### src/rtl/sst_sequencer_if.sv
// Save-state sequencer bus bundle: SSTBus drive/return plus the state-buffer memory port.
// The sequencer uses the master view; the mapper/memory side uses the slave view.
interface sst_sequencer_if;
  logic        sst_act;
  logic [7:0]  sst_addr;
  logic        sst_we_reg;
  logic [7:0]  sst_dato;
  logic [7:0]  sst_di;
  logic        mem_req;
  logic        mem_we;
  logic [15:0] mem_addr;
  logic [7:0]  mem_wdata;
  logic [7:0]  mem_rdata;
  logic        mem_ack;

  modport master (
    output sst_act, sst_addr, sst_we_reg, sst_dato,
    output mem_req, mem_we, mem_addr, mem_wdata,
    input  sst_di, mem_rdata, mem_ack
  );

  modport slave (
    input  sst_act, sst_addr, sst_we_reg, sst_dato,
    input  mem_req, mem_we, mem_addr, mem_wdata,
    output sst_di, mem_rdata, mem_ack
  );
endinterface

### src/rtl/sst_sequencer.sv
// Save-state sequencer: walks mapper register slots, saving sst_di to the state buffer or
// replaying buffered bytes into the mapper. Optional checksum slot under SST_CHECKSUM_EN.
module sst_sequencer #(
  parameter int unsigned REG_COUNT  = 128,
  parameter int unsigned SETTLE_CYC = 2,
  parameter int unsigned HOLD_CYC   = 32,
  parameter logic [15:0] MEM_BASE   = 16'h0000
) (
  input  logic           clk,
  input  logic           rst,
  input  logic           start_save,
  input  logic           start_load,
  output logic           busy,
`ifdef SST_CHECKSUM_EN
  output logic           sum_err,
`endif
  output logic           done,
  sst_sequencer_if.master bus
);

  localparam logic [7:0]  LastSlot   = 8'(REG_COUNT - 1);
  localparam logic [15:0] SettleLast = 16'(SETTLE_CYC - 1);
  localparam logic [15:0] HoldLast   = 16'(HOLD_CYC - 1);

  typedef enum logic [2:0] {
    StIdle,
    StSetup,
    StSettle,
    StMemReq,
    StHold,
    StGap,
    StNext,
    StFin
  } state_e;

  state_e      state_q, state_d;
  logic [7:0]  slot_q, slot_d;
  logic [15:0] cnt_q, cnt_d;
  logic        save_q, save_d;
  logic [7:0]  wdata_q, wdata_d;
  logic [7:0]  dato_q, dato_d;
`ifdef SST_CHECKSUM_EN
  logic [7:0]  sum_q, sum_d;
  logic        sum_phase_q, sum_phase_d;
  logic        sum_err_q, sum_err_d;
`endif

  always_ff @(posedge clk) begin
    if (rst) begin
      state_q     <= StIdle;
      slot_q      <= 8'h00;
      cnt_q       <= 16'h0000;
      save_q      <= 1'b0;
      wdata_q     <= 8'h00;
      dato_q      <= 8'h00;
`ifdef SST_CHECKSUM_EN
      sum_q       <= 8'h00;
      sum_phase_q <= 1'b0;
      sum_err_q   <= 1'b0;
`endif
    end else begin
      state_q     <= state_d;
      slot_q      <= slot_d;
      cnt_q       <= cnt_d;
      save_q      <= save_d;
      wdata_q     <= wdata_d;
      dato_q      <= dato_d;
`ifdef SST_CHECKSUM_EN
      sum_q       <= sum_d;
      sum_phase_q <= sum_phase_d;
      sum_err_q   <= sum_err_d;
`endif
    end
  end

  always_comb begin
    state_d     = state_q;
    slot_d      = slot_q;
    cnt_d       = cnt_q;
    save_d      = save_q;
    wdata_d     = wdata_q;
    dato_d      = dato_q;
`ifdef SST_CHECKSUM_EN
    sum_d       = sum_q;
    sum_phase_d = sum_phase_q;
    sum_err_d   = sum_err_q;
`endif

    case (state_q)
      StIdle: begin
        if (start_save || start_load) begin
          state_d = StSetup;
          slot_d  = 8'h00;
          save_d  = start_save;  // save has priority on a simultaneous request
`ifdef SST_CHECKSUM_EN
          sum_d       = 8'h00;
          sum_phase_d = 1'b0;
          sum_err_d   = 1'b0;
`endif
        end
      end

      StSetup: begin
        cnt_d   = 16'h0000;
        state_d = save_q ? StSettle : StMemReq;
      end

      StSettle: begin
        if (cnt_q == SettleLast) begin
          wdata_d = bus.sst_di;
`ifdef SST_CHECKSUM_EN
          sum_d   = sum_q + bus.sst_di;
`endif
          state_d = StMemReq;
        end else begin
          cnt_d = cnt_q + 16'd1;
        end
      end

      StMemReq: begin
        if (bus.mem_ack) begin
`ifdef SST_CHECKSUM_EN
          if (sum_phase_q) begin
            if (!save_q) begin
              sum_err_d = (bus.mem_rdata != sum_q);
            end
            state_d = StFin;
          end else if (save_q) begin
            state_d = StNext;
          end else begin
            dato_d  = bus.mem_rdata;
            sum_d   = sum_q + bus.mem_rdata;
            cnt_d   = 16'h0000;
            state_d = StHold;
          end
`else
          if (save_q) begin
            state_d = StNext;
          end else begin
            dato_d  = bus.mem_rdata;
            cnt_d   = 16'h0000;
            state_d = StHold;
          end
`endif
        end
      end

      StHold: begin
        if (cnt_q == HoldLast) begin
          state_d = StGap;
        end else begin
          cnt_d = cnt_q + 16'd1;
        end
      end

      StGap: begin
        state_d = StNext;
      end

      StNext: begin
        if (slot_q == LastSlot) begin
`ifdef SST_CHECKSUM_EN
          // One extra buffer access for the checksum slot before finishing.
          sum_phase_d = 1'b1;
          wdata_d     = sum_q;
          state_d     = StMemReq;
`else
          state_d = StFin;
`endif
        end else begin
          slot_d  = slot_q + 8'd1;
          state_d = StSetup;
        end
      end

      StFin: begin
        state_d = StIdle;
      end

      default: begin
        state_d = StIdle;
      end
    endcase
  end

  always_comb begin
    busy           = (state_q != StIdle);
    done           = (state_q == StFin);
    bus.sst_act    = (state_q != StIdle);
    bus.sst_addr   = slot_q;
    bus.sst_we_reg = (state_q == StHold);
    bus.sst_dato   = dato_q;
    bus.mem_req    = (state_q == StMemReq);
    bus.mem_we     = (state_q == StMemReq) && save_q;
    bus.mem_addr   = 16'h0000;
    bus.mem_wdata  = 8'h00;
    if (state_q == StMemReq) begin
`ifdef SST_CHECKSUM_EN
      bus.mem_addr = sum_phase_q ? (MEM_BASE + 16'(REG_COUNT)) : (MEM_BASE + {8'h00, slot_q});
`else
      bus.mem_addr = MEM_BASE + {8'h00, slot_q};
`endif
      if (save_q) begin
        bus.mem_wdata = wdata_q;
      end
    end
`ifdef SST_CHECKSUM_EN
    sum_err = sum_err_q;
`endif
  end

endmodule

### src/flat_wrapper.sv
// flat-port wrapper written by rule: the top's interface ports become plain ports
module sst_sequencer_flat 
#(
  parameter int unsigned REG_COUNT  = 128,
  parameter int unsigned SETTLE_CYC = 2,
  parameter int unsigned HOLD_CYC   = 32,
  parameter logic [15:0] MEM_BASE   = 16'h0000
)
  (clk, rst, start_save, start_load, busy, done, bus_sst_act, bus_sst_addr, bus_sst_we_reg, bus_sst_dato, bus_mem_req, bus_mem_we, bus_mem_addr, bus_mem_wdata, bus_sst_di, bus_mem_rdata, bus_mem_ack);
  sst_sequencer_if bus_i ();
  input  logic clk;
  input  logic rst;
  input  logic start_save;
  input  logic start_load;
  output logic busy;
  output logic done;
  output wire logic [$bits(bus_i.sst_act)-1:0] bus_sst_act;
  output wire logic [$bits(bus_i.sst_addr)-1:0] bus_sst_addr;
  output wire logic [$bits(bus_i.sst_we_reg)-1:0] bus_sst_we_reg;
  output wire logic [$bits(bus_i.sst_dato)-1:0] bus_sst_dato;
  output wire logic [$bits(bus_i.mem_req)-1:0] bus_mem_req;
  output wire logic [$bits(bus_i.mem_we)-1:0] bus_mem_we;
  output wire logic [$bits(bus_i.mem_addr)-1:0] bus_mem_addr;
  output wire logic [$bits(bus_i.mem_wdata)-1:0] bus_mem_wdata;
  input wire logic [$bits(bus_i.sst_di)-1:0] bus_sst_di;
  input wire logic [$bits(bus_i.mem_rdata)-1:0] bus_mem_rdata;
  input wire logic [$bits(bus_i.mem_ack)-1:0] bus_mem_ack;
  assign bus_sst_act = bus_i.sst_act;
  assign bus_sst_addr = bus_i.sst_addr;
  assign bus_sst_we_reg = bus_i.sst_we_reg;
  assign bus_sst_dato = bus_i.sst_dato;
  assign bus_mem_req = bus_i.mem_req;
  assign bus_mem_we = bus_i.mem_we;
  assign bus_mem_addr = bus_i.mem_addr;
  assign bus_mem_wdata = bus_i.mem_wdata;
  assign bus_i.sst_di = bus_sst_di;
  assign bus_i.mem_rdata = bus_mem_rdata;
  assign bus_i.mem_ack = bus_mem_ack;
  sst_sequencer #(.REG_COUNT(REG_COUNT), .SETTLE_CYC(SETTLE_CYC), .HOLD_CYC(HOLD_CYC), .MEM_BASE(MEM_BASE)) u_core (.clk(clk), .rst(rst), .start_save(start_save), .start_load(start_load), .busy(busy), .done(done), .bus(bus_i));
endmodule
### config.mk
export PLATFORM = sky130hd
export DESIGN_NAME = sst_sequencer_flat
export DESIGN_NICKNAME = d
export VERILOG_FILES = /design/src/rtl/sst_sequencer_if.sv /design/src/rtl/sst_sequencer.sv /design/src/flat_wrapper.sv
export SDC_FILE = /design/constraint.sdc
export NUM_CORES = 1
export LEC_CHECK = 0
export BUFFER_PORTS_ARGS = -buffer_cell sky130_fd_sc_hd__buf_2
export CAP_MARGIN = 40
export CORE_ASPECT_RATIO = 0.8
export CORE_MARGIN = 2
export CORE_UTILIZATION = 40
export DETAILED_ROUTE_END_ITERATION = 8
export HOLD_SLACK_MARGIN = 0.15
export PLACE_DENSITY_LB_ADDON = 0.2
export SYNTH_ARGS = -nofsm -noshare
export SYNTH_HDL_FRONTEND = slang
export SYNTH_SLANG_ARGS = --single-unit
export TNS_END_PERCENT = 50
### constraint.sdc
create_clock -name clk -period 2.9 [get_ports clk]
set_input_delay 0.58 -clock clk [delete_from_list [all_inputs] [get_ports clk]]
set_output_delay 0.58 -clock clk [all_outputs]
set_load 0.02 [all_outputs]
; Yosys cells after proc, flatten, opt, wreduce, memory -nomap -nowiden
; Cells that the tools add are included.
[op_classes]
reduce_logical = 12
bitwise_logic = 1
eq_ne = 18
mux = 19
addsub = 2
[ops]
columns = operator, n
row1 = $mux W16, 4
row2 = $pmux W16 S4, 1
row3 = $mux W8, 5
row4 = $pmux W3 S8, 1
row5 = $add A16 B1 Y16 const B, 1
row6 = $eq A16 B1 Y1 const B, 1
row7 = $eq A16 B5 Y1 const B, 1
row8 = $pmux W8 S2, 1
row9 = $mux W3, 5
row10 = $eq A3 B3 Y1 const B, 4
row11 = $add A8 B1 Y8 const B, 1
row12 = $eq A8 B7 Y1 const B, 1
row13 = $ne A2 B1 Y1 const B, 4
row14 = $ne A2 B2 Y1 const B, 4
row15 = $eq A3 B2 Y1 const B, 2
row16 = $reduce_and A3 Y1, 2
row17 = $reduce_and A5 Y1, 1
row18 = $reduce_and A2 Y1, 2
row19 = $reduce_and A4 Y1, 1
row20 = $reduce_bool A4 Y1, 1
row21 = $eq A3 B1 Y1 const B, 1
row22 = $logic_not A3 Y1, 1
row23 = $reduce_bool A3 Y1, 1
row24 = $mux W2, 1
row25 = other kinds (5), 5
[word_totals]
word_cells = 58
ff_bits = 44

; Longest topological paths before layout
[logic_depth]
word_depth = 3
depth_mapped = 9

; Worst setup path after synthesis
; No wires, ideal clock.
[synth_timing]
path_kind = flip-flop to output port
from = register u_core.state_q[1]
to = output port bus_mem_addr[0]
slack_ns = 0.662
n_path_buf = 3
stages_incl_launch_ff = 7
required_time_ns = 2.320
t_arrival_ns = 1.658
path_cell_list = dfxtp_1 buf_2 buf_2 nand2_1 nor2_1 clkbuf_1 and2_1
[synth_between]
elab_chain_cells = 2
[synth_rtl]
columns = element, line_no
row1 = "start, declared", sst_sequencer.sv:36  ; state_e state_q, state_d;
row2 = "start signal, assigned", sst_sequencer.sv:50  ; state_q <= StIdle;
row3 = "start signal, assigned", sst_sequencer.sv:62  ; state_q <= state_d;
row4 = $eq A3 B2 Y1, --
row5 = via bus_mem_req, flat_wrapper.sv:21  ; output wire logic [$bits(bus_i.mem_req)-1:0] bus_mem_req;
row6 = $mux W8, sst_sequencer.sv:197  ; if (state_q == StMemReq) begin
row7 = "end, declared", flat_wrapper.sv:23  ; output wire logic [$bits(bus_i.mem_addr)-1:0] bus_mem_addr;
; The timed path passes the listed nets, and every way through them passes these cells.

; Worst setup path in the final report
[layout_timing]
from = register u_core.state_q[1]
to = output port bus_mem_wdata[4]
[layout_between]
elab_chain_cells = 2
[layout_rtl]
columns = element, line_no
row1 = $eq A3 B2 Y1, sst_sequencer.sv:197
row2 = $mux W8, sst_sequencer.sv:197
row3 = "end, declared", flat_wrapper.sv:24  ; output wire logic [$bits(bus_i.mem_wdata)-1:0] bus_mem_wdata;
; No other way between the ends.

==> results.md <==
- Post-CTS setup buffers: 0
- First-pass GRT wire length: between 9 and 10 mm
- Flops & latches, synth: 44
- Crit Path Class: register to primary output
- Initial DRT Pass Iterations: 4
- Buf+Inv Stages, Crit Path: 2
- Final hold slack: roughly 0.50 ns
- Distinct cells, synth: 55
- Min-Delay Startpoint: u_core.bus.sst_dato[5]
- Outcome: complete, no violations
- Initial Util: around 41%
- Hpwl dp: 3.998 mm
- Reg2reg path depth: 7
- Period utilization: between 80% and 90%
- Die area: around 0.0068 sq mm
- Overflow after GRT: 0
- Layout cells sized above 1: 24.85%
- Row Count: 25
- DP Worst Slack: roughly 0.67 ns
- Switch share: between 30% and 40%
- Top FF cell, synth: dfxtp_1
- Clock share of power: ~28%
- Worst setup margin: between 0.4 and 0.5 ns
- CP startpoint kind: register
- Ports: 67
- Clock Latency Late Sink: about 0.30 ns
- Setup Viol. Count Final: 0
- H-tree lvl count: 2
- Initial drt markers: between 150 and 200
- Fin area: about 0.0028 sq mm
- Setup_tns: 0 ns
- VDD IR max: 0.0002362 V
- Clock-pin slew on the worst setup and hold paths: roughly 0.080 ns
- CTS tree: done
- Placer Congestion: between 0.8 and 0.9
- R2R Setup Slk: about 0.63 ns
- Critical path's top delay family: flip-flops
- Internal: 1.132 mW
- Arrival @ worst endpoint: 1.86 ns
- Footprint of the multi-input gates: 0.001399 sq mm
- Syn Area/Cell: 8.477 sq um
- Min-delay worst type: register to register
- NetSw: roughly 0.67 mW
- CP Data Required Time: approximately 2.3 ns
- Met2 WL: approximately 2.5 mm
- DIE HEIGHT: ~74 microns
- Total power: ~1.8 mW
- Max-Cap Viols: 0
- Fmax: 409.3 MHz
- Hold-fix buffers at CTS: 0
- Die Wd: 91.50 microns
- PortBufs: 58
- Avg WL per Cell: roughly 14 microns
- Max-slew violation count: 0
- CTS Buf Count: 5
- Vias in the first global route: just under 2000
- Largest net degree at the start of global routing: 34
- Seq/Total Area, Yosys: a little over a third
- CP max stage cell: dfxtp_1
- Tmin final: 2.443 ns
- Post-Syn Area: between 0.002 and 0.0025 sq mm
- Remaining DRCs: 0
- CTS max path bufs: 2
- CP max stage delay: between 0.6 and 0.7 ns
- FFs w/ async S/R, synth: 0%
- Area grow syn2layout: 16.29%
- Cells after Synth: between 200 and 300
- Critical Path Sink Type: primary output
- Reg power frac: approximately 40%
- PD cells: around 630 mW/mm^2
- CTS sink cnt: between 40 and 50
- Via count: ~2200
- Hold Crit Depth: 2
- Post-Route WL: 5.662 mm
- Worst-Margin Slew: between 0.8 and 0.9 ns
- DRT antenna net count: 0
- Placed inst area: about 0.0027 sq mm
- FF/Latch Area: approximately 880 sq um
- Fillcell total: 590
- Root buffer cell: clkbuf_8
- CP cell instances: nand2_1 -> nor2_1 -> buf_4 -> and3_1 -> buf_2
- Final hold vios: 0
- Logic pwr share: ~33%
- Core ar.: about 0.0059 sq mm
- Post-Route M1 WL: slightly below 3 mm
- Worst r2r dst: u_core.cnt_q[15]
- Clk_skew: a little under 0.01 ns
- Inserted Diodes: 0
- Worst Hold Endpoint: u_core.bus.sst_dato[5]
- Top layer in use: met4
- Crit-path max FO: 18
- Initial antenna violation count: 0
- Met3 wire len: 283 microns
- Leak: ~1.2 nW
- Critical R2R Launch: u_core.cnt_q[0]
- Drt via density: roughly 5.3
- All-Layer GR Usage: 17.16%
- Syn. warnings: 0
- Rel. slew slack: ~45%
- # resized after CTS: 0
- NumNets Final: 361
- Number of synthesized flops with an enable pin: 0
- RSZ-0062 raised after global routing: no
-- cells in the mapped netlist, drive strengths merged, types with 2 or more instances --
cell type / instances / area [sq um]
dfxtp: 44 / 880.8
nor2: 34 / 127.6
buf: 21 / 147.6
a21oi: 19 / 95.09
mux2i: 16 / 160.2
and3: 14 / 87.58
nand2: 14 / 52.55
and2: 11 / 70.07
nor3: 11 / 65.06
o21ai: 10 / 50.04
nand3: 9 / 45.04
clkbuf: 8 / 30.03
or4: 6 / 48.80
a31oi: 5 / 31.28
xnor2: 5 / 43.79
inv: 4 / 15.01
nand4: 4 / 25.02
a211oi: 3 / 22.52
a41oi: 3 / 26.28
ha: 3 / 37.54
nand4b: 3 / 26.28
nor4: 3 / 31.28
nor4b: 3 / 26.28
o21bai: 3 / 22.52
o32ai: 3 / 48.80
a22oi: 2 / 15.01
a32o: 2 / 20.02
and4: 2 / 17.52
nand3b: 2 / 15.01
nor2b: 2 / 12.51
o31ai: 2 / 15.01
or2: 2 / 12.51
or3: 2 / 12.51
-- layout make-up --
class | instances | share of cell area (%)
clock buffer | 6 | 2.899
clock inverter | 2 | 1.361
sequential | 44 | 30.92
inverter | 5 | 0.6588
timing repair buffer | 63 | 11.51
multi-input combinational | 218 | 49.10
tap | 81 | 3.557
-- tightest hold or removal path: stages (launching register included) --
cell,delay [ns]
dfxtp_1,0.33
mux2i_1,0.06
nor2_1,0.07
-- placed cells by master, fill, tap and decap left out, types with 5 or more instances in the layout --
cell,instances
and3_1,14
nand3_1,9
nor3_1,9
buf_4,5
a31oi_1,5
dfxtp_1,44
xnor2_1,5
buf_2,58
and2_1,10
nand2_1,14
clkbuf_8,6
a21oi_1,19
conb_1,8
or4_1,5
nor2_1,34
o21ai_0,9
mux2i_1,16
-- power by group through the flow --
| stage | combinational, mW | clock (mW) | sequential (mW) |
|---|---|---|---|
| 2_1_floorplan | 0.527 | 0 | 0.675 |
| 3_3_place_gp | 0.581 | 0 | 0.728 |
| 3_5_place_dp | 0.589 | 0 | 0.726 |
| 4_1_cts | 0.592 | 0.516 | 0.712 |
| 5_1_grt | 0.662 | 0.541 | 0.725 |
| 6_report | 0.592 | 0.502 | 0.713 |
-- kinds of logic after synthesis --
group,after synthesis,share of synthesized area (%)
AO/OA/AOI/OAI,59,16.80
XOR/XNOR,6,2.145
adder cells (fa/ha/maj),3,1.532
buffers and inverters,34,8.018
flip-flops,44,35.95
multiplexers,16,6.537
other,1,0.1531
AND/OR/NAND/NOR,126,28.86
-- routing by layer --
| layer | vias to the layer above | GRT usage (%) |
|---|---|---|
| met5 | - | 0 |
| met3 | 5 | 3.445 |
| li1 | 1127 | - |
| met2 | 59 | 26.39 |
| met1 | 1045 | 25.00 |
| met4 | 0 | 4.040 |
-- metrics by stage --
| stage | util [%] | cells |
|---|---|---|
| final | 48.19 | 419 |
| after global routing | 48.19 | 419 |
| after CTS | 48.19 | 419 |
| after detailed placement | 46.14 | 411 |
| after global placement | 46.14 | 411 |
| after floorplan | - | 296 |
-- sequential cells by signal, indices dropped and copies added, names as in the netlist --
| signal | cells |
|---|---|
| u_core.save_q | 1 |
| u_core.bus.sst_dato | 8 |
| u_core.cnt_q | 16 |
| u_core.wdata_q | 8 |
| u_core.bus.sst_addr | 8 |
| u_core.state_q | 3 |
-- worst max-delay path by stage --
| stage | cells after the start | end | from | slack [ns] |
|---|---|---|---|---|
| final | 5 | bus_mem_wdata[4] | u_core.state_q[1] | 0.46 |
| after global routing | 5 | bus_mem_wdata[4] | u_core.state_q[1] | 0.33 |
| after floorplan | 6 | bus_mem_addr[0] | u_core.state_q[1] | 0.66 |
| after detailed placement | 7 | u_core.cnt_q[15] | u_core.cnt_q[0] | 0.67 |
| after CTS | 5 | bus_mem_wdata[4] | u_core.state_q[1] | 0.45 |
| after global placement | 8 | u_core.cnt_q[15] | u_core.cnt_q[1] | 0.72 |
Power figures use the tool's default switching activity.
